`config.mk`:
```
export PLATFORM = sky130hd
export DESIGN_NAME = fsm_cmd_gen
export DESIGN_NICKNAME = d
export VERILOG_FILES = /design/src/rtl/fsm_cmd_gen.sv
export SDC_FILE = /design/constraint.sdc
export NUM_CORES = 1
export LEC_CHECK = 0
export CAP_MARGIN = 40
export CORE_MARGIN = 2
export CORE_UTILIZATION = 42
export DETAILED_ROUTE_END_ITERATION = 7
export PLACE_DENSITY = 0.77
export SYNTH_ARGS = -nofsm -noshare
export SYNTH_HDL_FRONTEND = slang
export SYNTH_SLANG_ARGS = --single-unit
```
`constraint.sdc`:
```
create_clock -name clk -period 1.9 [get_ports clk]
set_input_delay 0.57 -clock clk [delete_from_list [all_inputs] [get_ports clk]]
set_output_delay 0.57 -clock clk [all_outputs]
set_load 0.01 [all_outputs]
```
`src/rtl/fsm_cmd_gen.sv`:
```
// fsm_cmd_gen: command-driven sequencer that emits timed control pulses,
// FIFO pushes and interrupt request/acknowledge handshakes.
//
// state       | meaning
// ------------+-----------------------------------------------------------
// S_IDLE      | ready for a command (cmd_ready high)
// S_PULSE_HI  | control pulse high (COUNT -> control_counter, else control_state)
// S_PULSE_LO  | control pulse low; IDLE entry completes the low phase
// S_ERR_SETUP | error_sig asserted before the control_state pulse
// S_PUSH_WAIT | waiting for fifo1_full low to issue the single write
// S_INTR_REQ  | interruption high, waiting for acknowledge or timeout
// S_INTR_REL  | acknowledge taken, waiting for i_valid_s to drop
module fsm_cmd_gen #(
  parameter int PULSE_LEN    = 4,
  parameter int INTR_TIMEOUT = 255
) (
  input  logic        clk,
  input  logic        rst1_n,
  input  logic        cmd_valid,
  input  logic [2:0]  cmd_op,
  input  logic [31:0] cmd_data,
  output logic        cmd_ready,
  input  logic        fifo1_full,
  output logic        write_en,
  output logic [31:0] data_fifo1,
  output logic        control_counter,
  output logic        control_state,
  output logic        error_sig,
  output logic        interruption,
  output logic [2:0]  interruption_code,
  input  logic        i_valid,
  output logic [2:0]  last_i_code,
  output logic        intr_timeout
);

  typedef enum logic [2:0] {
    S_IDLE,
    S_PULSE_HI,
    S_PULSE_LO,
    S_ERR_SETUP,
    S_PUSH_WAIT,
    S_INTR_REQ,
    S_INTR_REL
  } state_t;

  localparam logic [2:0] OP_COUNT = 3'd1;
  localparam logic [2:0] OP_STEP  = 3'd2;
  localparam logic [2:0] OP_ERROR = 3'd3;
  localparam logic [2:0] OP_PUSH  = 3'd4;
  localparam logic [2:0] OP_INTR  = 3'd5;

  // Terminal-count loads: the low phase is one cycle shorter because the
  // first IDLE cycle still shows the pulse low, keeping accept-to-ready at
  // 2*PULSE_LEN cycles.
  localparam logic [7:0] HI_LOAD = 8'(PULSE_LEN - 1);
  localparam logic [7:0] LO_LOAD = 8'(PULSE_LEN - 2);
  localparam logic [7:0] TO_LOAD = 8'(INTR_TIMEOUT - 1);

  state_t      state, state_nxt;
  logic [7:0]  cnt, cnt_nxt;
  logic [2:0]  op_q;
  logic        sync1, i_valid_s;
  logic        accept;
  logic        ack_hit;
  logic        timeout_hit;

  assign accept = cmd_valid && cmd_ready;

  // Two-flop synchronizer for the asynchronous acknowledge.
  always_ff @(posedge clk or negedge rst1_n) begin
    if (!rst1_n) begin
      sync1     <= 1'b0;
      i_valid_s <= 1'b0;
    end else begin
      sync1     <= i_valid;
      i_valid_s <= sync1;
    end
  end

  // State register and shared down-counter.
  always_ff @(posedge clk or negedge rst1_n) begin
    if (!rst1_n) begin
      state <= S_IDLE;
      cnt   <= 8'd0;
    end else begin
      state <= state_nxt;
      cnt   <= cnt_nxt;
    end
  end

  // Next-state and counter logic.
  always_comb begin
    state_nxt   = state;
    cnt_nxt     = cnt;
    ack_hit     = 1'b0;
    timeout_hit = 1'b0;
    unique case (state)
      S_IDLE: begin
        if (accept) begin
          unique case (cmd_op)
            OP_COUNT, OP_STEP: begin
              state_nxt = S_PULSE_HI;
              cnt_nxt   = HI_LOAD;
            end
            OP_ERROR: begin
              state_nxt = S_ERR_SETUP;
              cnt_nxt   = HI_LOAD;
            end
            OP_PUSH: state_nxt = S_PUSH_WAIT;
            OP_INTR: begin
              state_nxt = S_INTR_REQ;
              cnt_nxt   = TO_LOAD;
            end
            default: state_nxt = S_IDLE;
          endcase
        end
      end
      S_ERR_SETUP: begin
        if (cnt == 8'd0) begin
          state_nxt = S_PULSE_HI;
          cnt_nxt   = HI_LOAD;
        end else begin
          cnt_nxt = cnt - 8'd1;
        end
      end
      S_PULSE_HI: begin
        if (cnt == 8'd0) begin
          state_nxt = S_PULSE_LO;
          cnt_nxt   = LO_LOAD;
        end else begin
          cnt_nxt = cnt - 8'd1;
        end
      end
      S_PULSE_LO: begin
        if (cnt == 8'd0) state_nxt = S_IDLE;
        else             cnt_nxt   = cnt - 8'd1;
      end
      S_PUSH_WAIT: begin
        if (!fifo1_full) state_nxt = S_IDLE;
      end
      S_INTR_REQ: begin
        if (i_valid_s) begin
          ack_hit   = 1'b1;
          state_nxt = S_INTR_REL;
        end else if (cnt == 8'd0) begin
          timeout_hit = 1'b1;
          state_nxt   = S_IDLE;
        end else begin
          cnt_nxt = cnt - 8'd1;
        end
      end
      S_INTR_REL: begin
        if (!i_valid_s) state_nxt = S_IDLE;
      end
      default: state_nxt = S_IDLE;
    endcase
  end

  // State-decoded outputs; write_en is gated directly by fifo1_full.
  always_comb begin
    cmd_ready       = (state == S_IDLE);
    control_counter = (state == S_PULSE_HI) && (op_q == OP_COUNT);
    control_state   = (state == S_PULSE_HI) && (op_q != OP_COUNT);
    write_en        = (state == S_PUSH_WAIT) && !fifo1_full;
    interruption    = (state == S_INTR_REQ);
  end

  // Command capture and sticky/held output registers.
  always_ff @(posedge clk or negedge rst1_n) begin
    if (!rst1_n) begin
      op_q              <= 3'd0;
      data_fifo1        <= 32'd0;
      interruption_code <= 3'd0;
      last_i_code       <= 3'd0;
      intr_timeout      <= 1'b0;
      error_sig         <= 1'b0;
    end else begin
      if (accept) op_q <= cmd_op;
      if (accept && cmd_op == OP_PUSH) data_fifo1 <= cmd_data;
      if (accept && cmd_op == OP_INTR) interruption_code <= cmd_data[2:0];
      if (ack_hit) last_i_code <= interruption_code;
      if (accept && cmd_op == OP_INTR) intr_timeout <= 1'b0;
      else if (timeout_hit)            intr_timeout <= 1'b1;
      // error_sig spans the whole ERROR sequence and clears once back in IDLE.
      if (accept && cmd_op == OP_ERROR) error_sig <= 1'b1;
      else if (state == S_IDLE)         error_sig <= 1'b0;
    end
  end

endmodule

```
==> results.cfg, run 1 <==
[place]
dp.cells = 397
gp_congestion = 0.8464
dp_hpwl_um = 4874
port-buffer-count = 84

[worst_setup_path]
cp_max_fo = 11
cp.arrival_ns = 2.19
critPathTopFamily = simple AND/OR/NAND/NOR gates
crit_type = reg2reg
cpMaxStageDelayCell = or4b_4
cp-end-kind = register
cp.required_ns = 2.10
cp_num_cells = 6
rr_endpoint = data_fifo1[0]
path_buf_inv = 1
r2r_start = state[0]
r2r.worst_path.cells = 6
reg2reg_setup_slack_ns = -0.08
path_cells = or2_4, nor2_8, nand2_4, or4b_4, buf_16, mux2_4
cp-start-kind = register
max_stage_delay_ns = 0.55

[grt]
grt_max_degree = 21
grtUsageTotal_pct = 20.23
grt_pass1_vias = 2277
grt_overflow_total = 0
grt_pass1_wl_um = 11340
antenna_found_initial = 0

[timing]
setup_viol = 36
hold_viol = 0
drv_slew = 0
relSlewSlack_pct = 65.27
min_period_ns = 1.983
grt_setup_unrepaired = true
skew_ns = 0.007975
worst_pin_slew_ns = 0.5162
tns_ns = -2.457
max_freq_ghz = 0.5043
timing.final.crit_share_pct = 104.4
worst_slack_ns = -0.08313

[floorplanning]
initial_core_util_pct = 44.12
coreArea_um2 = 6026
dieArea_um2 = 6983
die_x_um = 83.57
io_pins = 85
fp-row-count = 28
die_h_um = 83.57

[clocking]
clk_latency_ns = 0.31
clock-sinks = 56
path_clk_slew_ns = 0.10
cts_made_buffers = 5
cts_tree = yes
cts_max_level = 2
cts_root_buf = clkbuf_8
cts_buffer_depth = 2

[power]
power_density_nw_per_um2 = 1365
combPwrFrac_pct = 52.2
clkPwrFrac_pct = 13.6
leakage_nw = 1.941
switchingPower_mw = 1.903
power.share.sequential_pct = 34.2
swShare_pct = 33.98
vdd_drop_max_mv = 0.7800
p_int_mw = 3.697

[route]
ant_nets = 0
drt-total-wl_um = 6754
route.detailed.drc = 0
vias = 2132
wl_per_cell_um = 16.55
drt_iter0_drc = 66
drt-vias-per-instance = 5.225
dr.pass1.iters = 4

[flow_run]
drv_cap = 0

[worst_hold_path]
hp-class = in2async

[outcome]
outcome = complete, but fails checks
violations = setup timing

[synthesis]
synth-edff-count = 0
synth_seq_cells = 56
synth_ff_type = dfrtp_1
syn_avg_cell_area_um2 = 12.66
syn-num-nets = 251
syn_area_um2 = 2659
ys_warn_count = 0
yosysUniqueCellTypes = 39
ys_seq_area_share_pct = 52.71
syn_inst = 210
synthArstFlopShare_pct = 100.0

[layout]
layout_common_cells = 76 x clkdlybuf4s50_1, 55 x dfrtp_1, 33 x buf_4
syn2layout_area_growth_pct = 54.35
final_common_cell = clkdlybuf4s50_1
nets = 375
fin_cells = 408
layout-drive-gt1-share_pct = 33.33
diodes = 0
[layout make-up]
cell class,count,area [um2]
timing repair buffer,125,1219
clock inverter,1,30.03
fill,445,1922
multi-input combinational,136,1252
inverter,10,37.54
clock buffer,5,68.82
tap,75,93.84
sequential,56,1403
[cells in the mapped netlist, types with 2 or more instances]
library cell | number | share of area [%]
nor3_1 | 6 | 1.1
nand3_1 | 3 | 0.56
mux2_4 | 30 | 17
o21ai_0 | 13 | 2.4
dfrtp_1 | 56 | 53
a31oi_1 | 7 | 1.6
mux2i_1 | 3 | 1.1
o22ai_1 | 3 | 0.71
mux2_2 | 10 | 4.2
a21oi_1 | 8 | 1.5
nor4_1 | 2 | 0.47
clkbuf_1 | 4 | 0.56
buf_6 | 3 | 1.3
nor2_1 | 8 | 1.1
a211oi_1 | 3 | 0.85
nor2b_1 | 3 | 0.71
inv_1 | 10 | 1.4
nor3b_1 | 3 | 0.85
nand2_1 | 12 | 1.7
o2bb2ai_1 | 4 | 1.3
[worst max path at each step]
stage | startpoint | endpoint | slack (ns)
after floorplan | state[1] | data_fifo1[0] | -0.16
after global placement | cmd_valid | data_fifo1[15] | -0.57
after detailed placement | cmd_valid | data_fifo1[11] | -0.59
after CTS | state[1] | write_en | -0.09
after global routing | state[1] | control_counter | -0.14
final | state[0] | data_fifo1[0] | -0.08
[flip-flops by register name (all words and copies together), names as in the netlist]
| name | cells |
|---|---|
| data_fifo1 | 32 |
| cnt | 8 |
| interruption_code | 3 |
| last_i_code | 3 |
| op_q | 3 |
| state | 3 |
| error_sig | 1 |
| i_valid_s | 1 |
| intr_timeout | 1 |
| sync1 | 1 |
[power groups by stage]
stage | sequential, mW | combinational [mW] | clock [mW]
final | 1.91 | 2.92 | 0.762
after global routing | 1.97 | 3.16 | 0.824
after CTS | 1.90 | 2.77 | 0.770
after detailed placement | 1.90 | 2.72 | 0
after global placement | 1.89 | 2.65 | 0
after floorplan | 2.02 | 1.23 | 0
[metal layers]
layer | routed length (um) | up-vias | track usage, % | share of wire, %
li1 | - | 1005 | - | -
met1 | 2782 | 1051 | 24.57 | 41
met2 | 3502 | 63 | 34.76 | 52
met3 | 271 | 13 | 3.660 | 4.0
met4 | 197 | 0 | 9.384 | 2.9
met5 | 0 | - | 0 | 0
[per-stage QoR]
step,setup WS [ns],utilization [%],instance area [um2],hold slack [ns],power (mW)
after floorplan,-0.1618,-,2664,0.2744,3.246
after global placement,-0.5681,63.85,3847,0.3343,4.537
after detailed placement,-0.5876,63.85,3847,0.3450,4.611
after CTS,-0.08733,66.78,4024,0.1994,5.445
after global routing,-0.1428,68.11,4104,0.2092,5.960
final,-0.08313,68.11,4104,0.1941,5.600
[what timing repair did]
item / CTS / global route
setup endpoints to repair: 41 / 48
cloned: 1 / 0
setup buffers: 2 / 2
hold buffers: 0 / 0
resized for setup: 36 / 16
pin swaps: 1 / 2
[kinds of logic after synthesis]
logic type / count (synthesis) / synth area share [%]
and+or+nand+nor: 45 / 9.553
AOI/OAI and AO/OA: 47 / 11.53
buffers and inverters: 18 / 3.435
adders and majority gates: 1 / 0.4705
DFF: 56 / 52.71
muxes: 43 / 22.31
(Power assumes the default switching activity.)
==> run 2, diff against run 1 <==
HOLD_SLACK_MARGIN = 0.08   (was default)
==> results of run 2 <==
Same layout as run 1: the final DEF is identical, and so are final timing and power.
